### src/rtl/cla_pkg.sv
// Shared types and the second-level lookahead function for the pipelined carry-lookahead adder.
package cla_pkg;

    localparam int CLA_GRP_W    = 4;
    localparam int CLA_MAX_GRPS = 32;

    typedef struct packed {
        logic p;
        logic g;
    } grp_pg_t;

    typedef struct packed {
        logic [CLA_MAX_GRPS-1:0] c;
        grp_pg_t                 blk;
    } lca_res_t;

    // Sum-of-products carry into every group, so no group waits on its neighbour's carry.
    function automatic lca_res_t lca_carries(
        input logic [CLA_MAX_GRPS-1:0] p,
        input logic [CLA_MAX_GRPS-1:0] g,
        input logic                    cin
    );
        lca_res_t res;
        logic     acc;
        logic     pp;
        for (int i = 0; i < CLA_MAX_GRPS; i++) begin
            acc = 1'b0;
            pp  = 1'b1;
            for (int j = i - 1; j >= 0; j--) begin
                acc = acc | (g[j] & pp);
                pp  = pp & p[j];
            end
            res.c[i] = acc | (pp & cin);
        end
        acc = 1'b0;
        pp  = 1'b1;
        for (int j = CLA_MAX_GRPS - 1; j >= 0; j--) begin
            acc = acc | (g[j] & pp);
            pp  = pp & p[j];
        end
        res.blk.p = pp;
        res.blk.g = acc;
        return res;
    endfunction

endpackage

### src/rtl/cla_group4.sv
// 4-bit lookahead group: local sum from an externally supplied carry, plus group propagate/generate.
module cla_group4 (
    input  logic [3:0] a,
    input  logic [3:0] b,
    input  logic       cin,
    output logic [3:0] sum,
    output logic       p,
    output logic       g
);
    logic [3:0] pb_s;
    logic [3:0] gb_s;
    logic [3:0] c_s;

    assign pb_s   = a ^ b;
    assign gb_s   = a & b;
    assign c_s[0] = cin;
    assign c_s[1] = gb_s[0] | (pb_s[0] & cin);
    assign c_s[2] = gb_s[1] | (pb_s[1] & gb_s[0]) | (pb_s[1] & pb_s[0] & cin);
    assign c_s[3] = gb_s[2] | (pb_s[2] & gb_s[1]) | (pb_s[2] & pb_s[1] & gb_s[0])
                  | (pb_s[2] & pb_s[1] & pb_s[0] & cin);
    assign sum    = pb_s ^ c_s;
    assign p      = &pb_s;
    assign g      = gb_s[3] | (pb_s[3] & gb_s[2]) | (pb_s[3] & pb_s[2] & gb_s[1])
                  | (pb_s[3] & pb_s[2] & pb_s[1] & gb_s[0]);

endmodule

### src/rtl/cla_pipe_adder.sv
// Pipelined carry-lookahead add/subtract: STAGES register slices of 4-bit groups, carry registered between slices.
// Define CLA_PIPE_FLAGS_EN to add registered signed-overflow (ovf) and zero-result (zero) outputs.
module cla_pipe_adder
    import cla_pkg::*;
#(
    parameter int WIDTH  = 32,
    parameter int STAGES = 2
) (
    input  logic             clk,
    input  logic             rst,
    input  logic             in_valid,
    output logic             in_ready,
    input  logic [WIDTH-1:0] a,
    input  logic [WIDTH-1:0] b,
    input  logic             cin,
    input  logic             sub,
    output logic             out_valid,
    input  logic             out_ready,
    output logic [WIDTH-1:0] sum,
    output logic             cout
`ifdef CLA_PIPE_FLAGS_EN
    ,
    output logic             ovf,
    output logic             zero
`endif
);
    localparam int SW  = WIDTH / STAGES;
    localparam int NG  = SW / CLA_GRP_W;
    localparam int LST = STAGES - 1;

    if ((STAGES < 1) || (STAGES > WIDTH / CLA_GRP_W) || ((WIDTH % (CLA_GRP_W * STAGES)) != 0)) begin : g_bad_cfg
        $error("cla_pipe_adder: WIDTH must be a multiple of 4*STAGES and 1 <= STAGES <= WIDTH/4");
    end
    if (NG > CLA_MAX_GRPS) begin : g_bad_slice
        $error("cla_pipe_adder: slice wider than the lookahead function supports");
    end

    logic             adv_s;
    logic [WIDTH-1:0] b_eff_s;
    logic             c0_s;

    assign adv_s    = ~out_valid | out_ready;
    assign in_ready = adv_s;
    assign b_eff_s  = sub ? ~b : b;
    assign c0_s     = sub ? 1'b1 : cin;

    for (genvar k = 0; k < STAGES; k++) begin : g_st
        localparam int RW = WIDTH - k * SW;

        logic [RW-1:0]           a_rem_s;
        logic [RW-1:0]           b_rem_s;
        logic                    c_in_s;
        logic                    vld_in_s;
        logic [NG-1:0]           grp_p_s;
        logic [NG-1:0]           grp_g_s;
        logic [NG-1:0]           grp_c_s;
        logic [CLA_MAX_GRPS-1:0] p_pad_s;
        logic [CLA_MAX_GRPS-1:0] g_pad_s;
        logic                    blk_p_s;
        logic                    blk_g_s;
        logic [SW-1:0]           sum_sl_s;
        logic [(k+1)*SW-1:0]     sum_d;
        logic [(k+1)*SW-1:0]     sum_q;
        logic                    c_d;
        logic                    c_q;
        logic                    vld_q;

        if (k == 0) begin : g_src
            assign a_rem_s  = a;
            assign b_rem_s  = b_eff_s;
            assign c_in_s   = c0_s;
            assign vld_in_s = in_valid;
            assign sum_d    = sum_sl_s;
        end else begin : g_src
            assign a_rem_s  = g_st[k-1].g_ops.a_q;
            assign b_rem_s  = g_st[k-1].g_ops.b_q;
            assign c_in_s   = g_st[k-1].c_q;
            assign vld_in_s = g_st[k-1].vld_q;
            assign sum_d    = {sum_sl_s, g_st[k-1].sum_q};
        end

        for (genvar gi = 0; gi < NG; gi++) begin : g_grp
            cla_group4 u_grp (
                .a   (a_rem_s[gi*CLA_GRP_W +: CLA_GRP_W]),
                .b   (b_rem_s[gi*CLA_GRP_W +: CLA_GRP_W]),
                .cin (grp_c_s[gi]),
                .sum (sum_sl_s[gi*CLA_GRP_W +: CLA_GRP_W]),
                .p   (grp_p_s[gi]),
                .g   (grp_g_s[gi])
            );
        end

        // Unused lookahead positions are pass-through groups (p=1, g=0) so block P/G stays exact.
        always_comb begin
            p_pad_s          = '1;
            g_pad_s          = '0;
            p_pad_s[NG-1:0]  = grp_p_s;
            g_pad_s[NG-1:0]  = grp_g_s;
        end

        assign {grp_c_s, blk_p_s, blk_g_s} = (NG + 2)'(lca_carries(p_pad_s, g_pad_s, c_in_s));
        assign c_d = blk_g_s | (blk_p_s & c_in_s);

        // Slice result, carry and valid advance together whenever the pipe moves.
        always_ff @(posedge clk) begin
            if (rst) begin
                vld_q <= 1'b0;
                c_q   <= 1'b0;
                sum_q <= '0;
            end else if (adv_s) begin
                vld_q <= vld_in_s;
                c_q   <= c_d;
                sum_q <= sum_d;
            end
        end

        if (k < LST) begin : g_ops
            logic [RW-SW-1:0] a_q;
            logic [RW-SW-1:0] b_q;

            // Operand bits not yet added travel with the beat to the next slice.
            always_ff @(posedge clk) begin
                if (rst) begin
                    a_q <= '0;
                    b_q <= '0;
                end else if (adv_s) begin
                    a_q <= a_rem_s[RW-1:SW];
                    b_q <= b_rem_s[RW-1:SW];
                end
            end
        end
    end

    assign out_valid = g_st[LST].vld_q;
    assign sum       = g_st[LST].sum_q;
    assign cout      = g_st[LST].c_q;

`ifdef CLA_PIPE_FLAGS_EN
    logic a_msb_s;
    logic b_msb_s;
    logic s_msb_s;
    logic ovf_d;
    logic zero_d;
    logic ovf_q;
    logic zero_q;

    assign a_msb_s = g_st[LST].a_rem_s[SW-1];
    assign b_msb_s = g_st[LST].b_rem_s[SW-1];
    assign s_msb_s = g_st[LST].sum_sl_s[SW-1];
    assign ovf_d   = (a_msb_s == b_msb_s) & (s_msb_s != a_msb_s);
    assign zero_d  = (g_st[LST].sum_d == '0);

    // Flags are computed in the final slice and registered alongside the sum.
    always_ff @(posedge clk) begin
        if (rst) begin
            ovf_q  <= 1'b0;
            zero_q <= 1'b0;
        end else if (adv_s) begin
            ovf_q  <= ovf_d;
            zero_q <= zero_d;
        end
    end

    assign ovf  = ovf_q;
    assign zero = zero_q;
`endif

endmodule

### config.mk
export PLATFORM = sky130hd
export DESIGN_NAME = cla_pipe_adder
export DESIGN_NICKNAME = d
export VERILOG_FILES = /design/src/rtl/cla_pkg.sv /design/src/rtl/cla_group4.sv /design/src/rtl/cla_pipe_adder.sv
export SDC_FILE = /design/constraint.sdc
export NUM_CORES = 1
export LEC_CHECK = 0
export CORE_ASPECT_RATIO = 0.5
export CORE_MARGIN = 4
export CORE_UTILIZATION = 62
export CTS_CLUSTER_SIZE = 28
export DETAILED_ROUTE_END_ITERATION = 10
export DONT_BUFFER_PORTS = 1
export PLACE_DENSITY = 0.78
export RECOVER_POWER = 25
export SYNTH_ARGS = -nofsm -noshare
export SYNTH_HDL_FRONTEND = slang
export SYNTH_HIERARCHICAL = 1
export SYNTH_SLANG_ARGS = --single-unit
### constraint.sdc
create_clock -name clk -period 3.85 [get_ports clk]
set_clock_uncertainty 0.2 [all_clocks]
set_input_delay 0.5775 -clock clk [delete_from_list [all_inputs] [get_ports clk]]
set_output_delay 0.5775 -clock clk [all_outputs]
set_load 0.005 [all_outputs]
==> impl_metrics.ini, run 1 <==
[clock_tree]
tritoncts = done
htree_levels = 3
clock-sinks = 84
hold_buffers = 0
cts_buffers = 9
cts_root_buf = clkbuf_16
clk_pin_slew_ns = 0.06
post_cts_buffers = 0
clk_path_buf_depth = 2
clkLatencyLatePin_ns = 0.33
cts_resized = 0

[setup_path]
worstSetupPathType = reg2reg
r2r_slack_ns = 1.01
crit_path_max_fanout = 5
start_kind = flip-flop
timing.rr.start = g_st[0].g_ops.a_q[2]$_SDFFE_PP0P_
reg2reg_depth = 12
endpoint_kind = flip-flop
arrival_ns = 2.90
cp_data_required_time_ns = 3.91
reg2reg_to = sum[28]$_SDFFE_PP0P_
crit_start = g_st[0].g_ops.a_q[2]$_SDFFE_PP0P_

[floorplan]
dieArea_sq_um = 9370
dieWidth_microns = 133
start_util = 0.649
fp.coreArea_sq_um = 7460
die_h_microns = 70.5
ios = 105
num_rows = 22

[finish]
fin_nets = 674
insertedDiodeCount = 0
stdcell_area_sq_um = 5080
layout-drive-gt1-share = 0.0838
finalNonFillerCells = 669
synthToLayoutAreaGrowth_pct = 4.99

[global_route]
grt_pass1_wl_microns = 16100
grt_pass1_vias = 3570
grt_max_degree = 85
antenna_found_initial = 0
overflow = 0
grt.total_usage = 0.206

[detailed_routing]
remaining_drc_errors = 0
dr.pass1.iters = 4
vias = 3633
viasPerCell = 5.43
ant_nets = 0
drt-total-wl_microns = 9250
wl_per_cell_microns = 13.8
drt_iter0_markers = 141

[synth]
synthTopCellsByCount = 140 x nand2_1, 84 x dfxtp_1, 75 x a21oi_1, 40 x ha_1
yosysWarnings = 6
yosysMostFrequentCell = nand2_1
synthArstFlopShare = 0
yosysTopAreaCell = dfxtp_1
ys_ff_latch = 84
syn-instance-count = 574
yosys.area.top_type_share = 0.347
synth.area.top_cells = dfxtp_1 35%, nand2_1 11%, ha_1 10%
synth_ff_type = dfxtp_1
synth_edf_count = 0
post_synth.cell_area_avg_sq_um = 8.43
synthesis.nets = 692
ys_seq_area_frac = 0.347
yosys.cell_types.count = 27
syn_area_sq_um = 4840

[placed_design]
place_ws_ns = 0.803
gp_congestion = 0.833
port-buffer-count = 0
placed_area_sq_um = 4780
hpwl_microns = 6620
dp_cells = 653

[pwr]
peakVddDrop_mv = 0.283
swShare = 0.275
seqPwrFrac = 0.442
p_leak_nw = 2.35
internal-power_mw = 1.71
switchingPower_mw = 0.648
p_comb_frac = 0.196
clkPwrFrac = 0.362
power_density_nw_per_um2 = 465

[hold_path]
hp-start = rst
whs_path_depth = 1
hold_end = sum[31]$_SDFFE_PP0P_
min_path_type = in2reg

[sta]
finalHoldViolCount = 0
period_needed_ns = 2.84
setup_violations = 0
fin_ws_ns = 1.01
slew_headroom = 0.513
slew_viol_final = 0
fmax_ghz = 0.353
max_slew.worst_pin.slew_ns = 0.730
grt_setup_unrepaired = no
post-route-period-util = 0.736
fin_setup_tns_ns = 0

[status]
outcome = finished, final reports clean

[flow_run]
max_cap_viol_count = 0
-- cell families after synthesis --
family          share of synthesized area
flops                               0.347
simple gates                        0.172
fa+ha+maj                           0.137
compound gates                      0.172
xor+xnor                            0.101
buf+inv                            0.0714
-- cell type report --
cell class / count / area, sq um
multi-input combinational: 425 / 2810
tap: 108 / 135
inverter: 33 / 125
timing repair buffer: 3 / 22.5
clock inverter: 5 / 61.3
sequential: 84 / 1680
fill: 642 / 2380
clock buffer: 11 / 243
-- power groups by stage --
| stage | Clock, mW | Sequential, mW | Combinational [mW] |
|---|---|---|---|
| after global routing | 0.908 | 1.06 | 0.543 |
| after floorplan | 0 | 1.04 | 0.422 |
| after detailed placement | 0 | 1.06 | 0.464 |
| after CTS | 0.871 | 1.05 | 0.468 |
| after global placement | 0 | 1.06 | 0.452 |
| final | 0.854 | 1.04 | 0.464 |
-- state kept, by name, indices dropped and copies added, names as in the netlist --
signal,count
g_st.c_q,1
g_st.g_ops.b_q,16
sum,32
g_st.g_ops.a_q,16
out_valid,1
g_st.sum_q,16
cout,1
g_st.vld_q,1
-- metrics by stage --
step / total power [mW] / utilization / hold slack, ns
after floorplan: 1.46 / - / 0.232
after global placement: 1.51 / 0.640 / 0.233
after detailed placement: 1.53 / 0.640 / 0.239
after CTS: 2.38 / 0.681 / 0.0981
after global routing: 2.51 / 0.681 / 0.0908
final: 2.36 / 0.681 / 0.119
-- cell usage in the layout (no fill, tap or decap) --
master	n
clkinv_4	3
a21o_1	22
a211oi_2	9
a21oi_2	8
buf_4	3
nor2b_4	1
fa_1	8
a21oi_1	75
ha_1	40
xor2_1	24
nand2_1	140
nor2_1	20
o211ai_1	1
a311oi_2	1
nand3_1	16
inv_1	32
and4_2	8
nand4_1	8
bufinv_16	1
xnor2_1	32
clkbuf_1	1
o2111ai_1	1
a211o_1	1
dfxtp_1	84
clkinv_2	2
clkbuf_8	1
a211oi_1	9
clkbuf_16	9
or2_2	1
-- worst max-delay path, cell delays in order (launching register included) --
cell	delay [ns]
dfxtp_1	0.32
ha_1	0.36
a21oi_1	0.25
nand2_1	0.08
a21o_1	0.19
a21o_1	0.19
a21o_1	0.23
a21o_1	0.22
inv_1	0.07
fa_1	0.40
inv_1	0.06
nand2_1	0.04
a21oi_1	0.15
-- routing by layer --
metal	vias to the layer above	routed length, microns	track usage
li1	1873	-	-
met3	9	541	0.0597
met2	81	4320	0.350
met4	0	80	0.0495
met5	-	0	0
met1	1670	4310	0.258
-- how the worst max path moves through the flow --
stage                                     end  slack, ns
4_1_cts                  sum[28]$_SDFFE_PP0P_       1.00
2_1_floorplan  g_st[0].sum_q[12]$_SDFFE_PP0P_       0.49
3_5_place_dp   g_st[0].sum_q[12]$_SDFFE_PP0P_       0.80
5_1_grt                  sum[28]$_SDFFE_PP0P_       0.79
3_3_place_gp   g_st[0].sum_q[12]$_SDFFE_PP0P_       0.86
6_report                 sum[28]$_SDFFE_PP0P_       1.01
(Power assumes the default switching activity.)
==> run 2, diff against run 1 <==
clock period = 2.7 ns   (was 3.85 ns; I/O delays follow)
==> run 2 against run 1 <==
Against the previous run: clock power grew 42%; critical path depth stayed put; sequential share of layout area shrank 0.92 points; critical endpoint unchanged.
==> impl_metrics.ini, run 2 (synthesized netlist as in run 1, its figures left out) <==
[floorplan]
fp.coreArea_sq_um = 7460
die_h_microns = 70.5
num_rows = 22
dieWidth_microns = 133
start_util = 0.649
ios = 105
dieArea_sq_um = 9370

[clock_tree]
htree_levels = 3
clk_pin_slew_ns = 0.06
clk_path_buf_depth = 2
clkLatencyLatePin_ns = 0.33
cts_buffers = 9
cts_root_buf = clkbuf_16
clock-sinks = 84
tritoncts = done

[placed_design]
port-buffer-count = 0
gp_congestion = 0.864
place_ws_ns = -0.0408
hpwl_microns = 6700
placed_area_sq_um = 4860
dp_cells = 661

[detailed_routing]
vias = 3623
top_layer = met4
wl_met3_microns = 503
ant_nets = 0
met2_length_microns = 4400
m1WireLength_microns = 4670
wl_per_cell_microns = 14.2
remaining_drc_errors = 0
drt_iter0_markers = 172
drt-total-wl_microns = 9660
dr.pass1.iters = 5
viasPerCell = 5.34

[finish]
finalNonFillerCells = 679
insertedDiodeCount = 0
layout_common_cells = 140 x nand2_1, 82 x dfxtp_1, 72 x a21oi_1
fin_nets = 686
layout-drive-gt1-share = 0.109
largest_reg_flops = 32
synthToLayoutAreaGrowth_pct = 8.17
final_common_cell = nand2_1
fin_util = 0.702
fill_cells = 607
stdcell_area_sq_um = 5240

[sta]
slew_viol_final = 0
fmax_ghz = 0.397
holdWs_ns = 0.0131
period_needed_ns = 2.52
post-route-period-util = 0.933
slew_headroom = 0.689
fin_setup_tns_ns = 0
setup_violations = 0
max_slew.worst_pin.slew_ns = 0.467
fin_ws_ns = 0.180
finalHoldViolCount = 0

[setup_path]
start_kind = flip-flop
cp_data_required_time_ns = 2.76
worst_path_max_delay_cell = fa_1
endpoint_kind = flip-flop
arrival_ns = 2.58
crit_chain = ha_4 -> a21oi_2 -> nand2_1 -> a21o_1 -> a21o_1 -> a21o_1 -> a21o_1 -> inv_1 -> fa_1 -> inv_1 -> nand2_1 -> a21oi_1
worstSetupPathType = reg2reg
crit_top_cell = a21o_1
crit_buf_inv = 2
path_delay_family = compound AO/OA/AOI/OAI gates
crit_path_max_fanout = 3
critPathMaxStageDelay_ns = 0.40

[global_route]
grt_pass1_wl_microns = 16600
grt.total_usage = 0.216
antenna_found_initial = 0
overflow = 0
grt_pass1_vias = 3533
grt_max_degree = 102

[pwr]
finalPower_mw = 3.43
p_leak_nw = 2.42
peakVddDrop_mv = 0.422
power_density_nw_per_um2 = 655

[status]
outcome = finished, final reports clean

[flow_run]
max_cap_viol_count = 0

[hold_path]
min_path_type = in2reg
## run 2: cell count changes in the layout (fill, tap and decap cells not counted), moves of 2 or more
cell           previous run  this run
dfxtp_1                  84        82
ha_1                     40        38
clkinv_4                  3         0
buf_4                     3        11
a21oi_2                   8        11
dlygate4sd3_1             0         2
ha_4                      0         2
dfxtp_2                   0         2
a21oi_1                  75        72
## run 2: report_power, final
part | total [mW] | switching (mW) | internal (mW) | leakage [nW]
clock | 1.21 | 0.452 | 0.755 | 0.145
combinational | 0.727 | 0.384 | 0.343 | 1.58
sequential | 1.49 | 0.103 | 1.39 | 0.697
## run 2: final timing paths
kind                                      from                                 to  slack, ns  cells past startpoint
min reg2reg      g_st[0].sum_q[4]$_SDFFE_PP0P_      g_st[0].sum_q[4]$_SDFFE_PP0P_       0.25                      2
min                                      a[20]  g_st[0].g_ops.a_q[4]$_SDFFE_PP0P_       0.01                      2
max reg2reg  g_st[0].g_ops.a_q[2]$_SDFFE_PP0P_               sum[28]$_SDFFE_PP0P_       0.18                     12
max          g_st[0].g_ops.a_q[2]$_SDFFE_PP0P_               sum[28]$_SDFFE_PP0P_       0.18                     12
## run 2: cell type report
class                   instances  area [sq um]  share of cell area
multi-input cells             425          2850               0.544
flip-flops and latches         84          1680               0.322
clock buffers                  12           256              0.0490
repair buffers                 15           150              0.0287
well taps                     108           135              0.0258
inverters                      33           125              0.0239
clock inverters                 2          35.0             0.00669
## run 2: routing by layer
layer / vias to the layer above / track usage
met5: - / 0
met4: 0 / 0.0634
met3: 8 / 0.0619
met2: 79 / 0.343
met1: 1634 / 0.288
li1: 1902 / -
## run 2: repair_timing
item | in CTS | in global routing
hold buffers | 3 | 0
gates cloned | 0 | 0
endpoints found under the setup margin | 1 | 7
setup buffers | 0 | 1
hold endpoints to repair | 84 | 0
pin swaps | 0 | 1
resized for setup | 1 | 4
==> run 3, diff against run 2 <==
SKIP_LAST_GASP = 1   (was default)
==> results of run 3 <==
No change in the layout: final DEF, timing and power equal those of run 2.
==> edit (flow settings as in run 1) <==
Build with the macro `CLA_PIPE_FLAGS_EN` defined.
--- a/src/rtl/cla_pipe_adder.sv
+++ b/src/rtl/cla_pipe_adder.sv
@@ -1,5 +1,7 @@
 // Pipelined carry-lookahead add/subtract: STAGES register slices of 4-bit groups, carry registered between slices.
 // Define CLA_PIPE_FLAGS_EN to add registered signed-overflow (ovf) and zero-result (zero) outputs.
+`define CLA_PIPE_FLAGS_EN
+
 module cla_pipe_adder
     import cla_pkg::*;
 #(
Function (old outputs only; new: ovf and zero): kept (equiv_simple and equiv_induct, registers matched by name and starting in step).
==> edit against run 1 <==
Cell count grew 3.0%. Area after synthesis rose by 1.0%. Total power is 2.8% higher. Sequential cell count is 2 higher. Setup slack worse by 420 ps. Synthesized cell count up 3.7%. Routed wire length increased by 8.7%. Sequential power grew 5%. Combinational power increased by 10%. Worst hold slack lost 11 ps. Non-clock buffer count unchanged. Global-route usage grew 0.93 points. Core utilization rose by 1.3 points. Design area is 2.2% higher.
==> edit: results (changes against run 1) <==
.. list-table::
   :header-rows: 1

   * - Metric
     - Value
   * - Result of the run
     - finished clean (unchanged)
   * - Die X
     - 133.6 µm (was 132.9 µm)
   * - Gp weighted congestion
     - 0.8259 (was 0.8327)
   * - DRT met1 WL
     - 4.659 mm (was 4.305 mm)
   * - Multi-input gates
     - 443 (was 425)
   * - Least-Margin Pin Slew
     - 906.1 ps (was 729.9 ps)
   * - Net count of the mapped netlist
     - 713 (was 692)
   * - Leading post-synthesis cells by cell area
     - sky130_fd_sc_hd__dfxtp_1, sky130_fd_sc_hd__nand2_1, sky130_fd_sc_hd__ha_1 (unchanged)
   * - Met2 routing resource usage after global routing
     - 35.17% (was 35.00%)
   * - Met2 wire length
     - 4.585 mm (was 4.324 mm)
   * - Most frequent cells after synthesis
     - sky130_fd_sc_hd__nand2_1, sky130_fd_sc_hd__dfxtp_1, sky130_fd_sc_hd__a21oi_1, sky130_fd_sc_hd__ha_1 (unchanged)
   * - First-pass GRT wire length
     - 16.85 mm (was 16.08 mm)
   * - Number of sinks handled by clock tree synthesis
     - 86 (was 84)
   * - Final layout net count
     - 694 (was 674)
   * - Via count of the routed design
     - 3805 (was 3633)
   * - Critical-path cell with the highest stage delay
     - sky130_fd_sc_hd__or3_1 (was sky130_fd_sc_hd__fa_1)
   * - Crit path arrival time
     - 3330 ps (was 2900 ps)
   * - Cell count after placement
     - 673 (was 653)
   * - Cell area after placement
     - 0.004897 mm² (was 0.004777 mm²)
   * - Met3 demand-to-capacity share in global routing
     - 5.824% (was 5.971%)
   * - Non-clock buffering overhead
     - 0.4336% (was 0.4432%)
   * - Delay of the slowest cell on the worst path
     - 370 ps (was 400 ps)
   * - Pin count of the biggest net entering global routing
     - 87 (was 85)
   * - Proportion of cell area occupied by multi-input gates
     - 55.72% (was 55.36%)
   * - Peak clock frequency supported by timing
     - 307.5 MHz (was 352.7 MHz)
   * - Layout clock area frac
     - 5.709% (was 5.984%)
   * - Internal Power
     - 1720 µW (was 1713 µW)
   * - DRC violation total after the first TritonRoute iteration
     - 281 (was 141)
   * - Pre-CTS WS
     - 610.0 ps (was 803.3 ps)
   * - Share of the synthesized area in compound gates (AO/OA/AOI/OAI)
     - 15.84% (was 17.17%)
   * - Post-Synth Adder-Cell Area
     - 13.51% (was 13.65%)
   * - Met3 wire length
     - 691 µm (was 541 µm)
   * - Vias in the first global route
     - 3620 (was 3570)
   * - Final HPWL DP
     - 7.236 mm (was 6.622 mm)
   * - Storage element area
     - 0.001722 mm² (was 0.001682 mm²)
   * - Worst IR drop on VDD
     - 0.2098 mV (was 0.2834 mV)
==> edit: path summary, 6_finish.rpt <==
check / from / endpoint / slack (ps) / depth (start not counted)
setup / recovery: g_st[0].g_ops.a_q[2] / zero / 600 / 13
hold / removal: rst / sum[15] / 110 / 1
setup reg to reg: g_st[0].g_ops.a_q[2] / zero / 600 / 13
hold reg to reg: g_st[0].g_ops.a_q[3] / g_st[0].g_ops.a_q[3] / 250 / 2
==> edit: power by group through the flow <==
stage / registers [µW] / logic, µW / clock network, µW
6_report: 1090 / 512 / 829
3_5_place_dp: 1110 / 508 / 0
2_1_floorplan: 1080 / 441 / 0
3_3_place_gp: 1100 / 498 / 0
5_1_grt: 1100 / 585 / 878
4_1_cts: 1090 / 513 / 839
==> edit: kinds of logic (layout without fill, tap and decap cells) <==
logic type / count (synthesis) / in the layout
fa+ha+maj: 48 / 48
simple gates: 213 / 213
xor+xnor: 56 / 56
compound gates: 126 / 126
flops: 86 / 86
buf+inv: 66 / 52
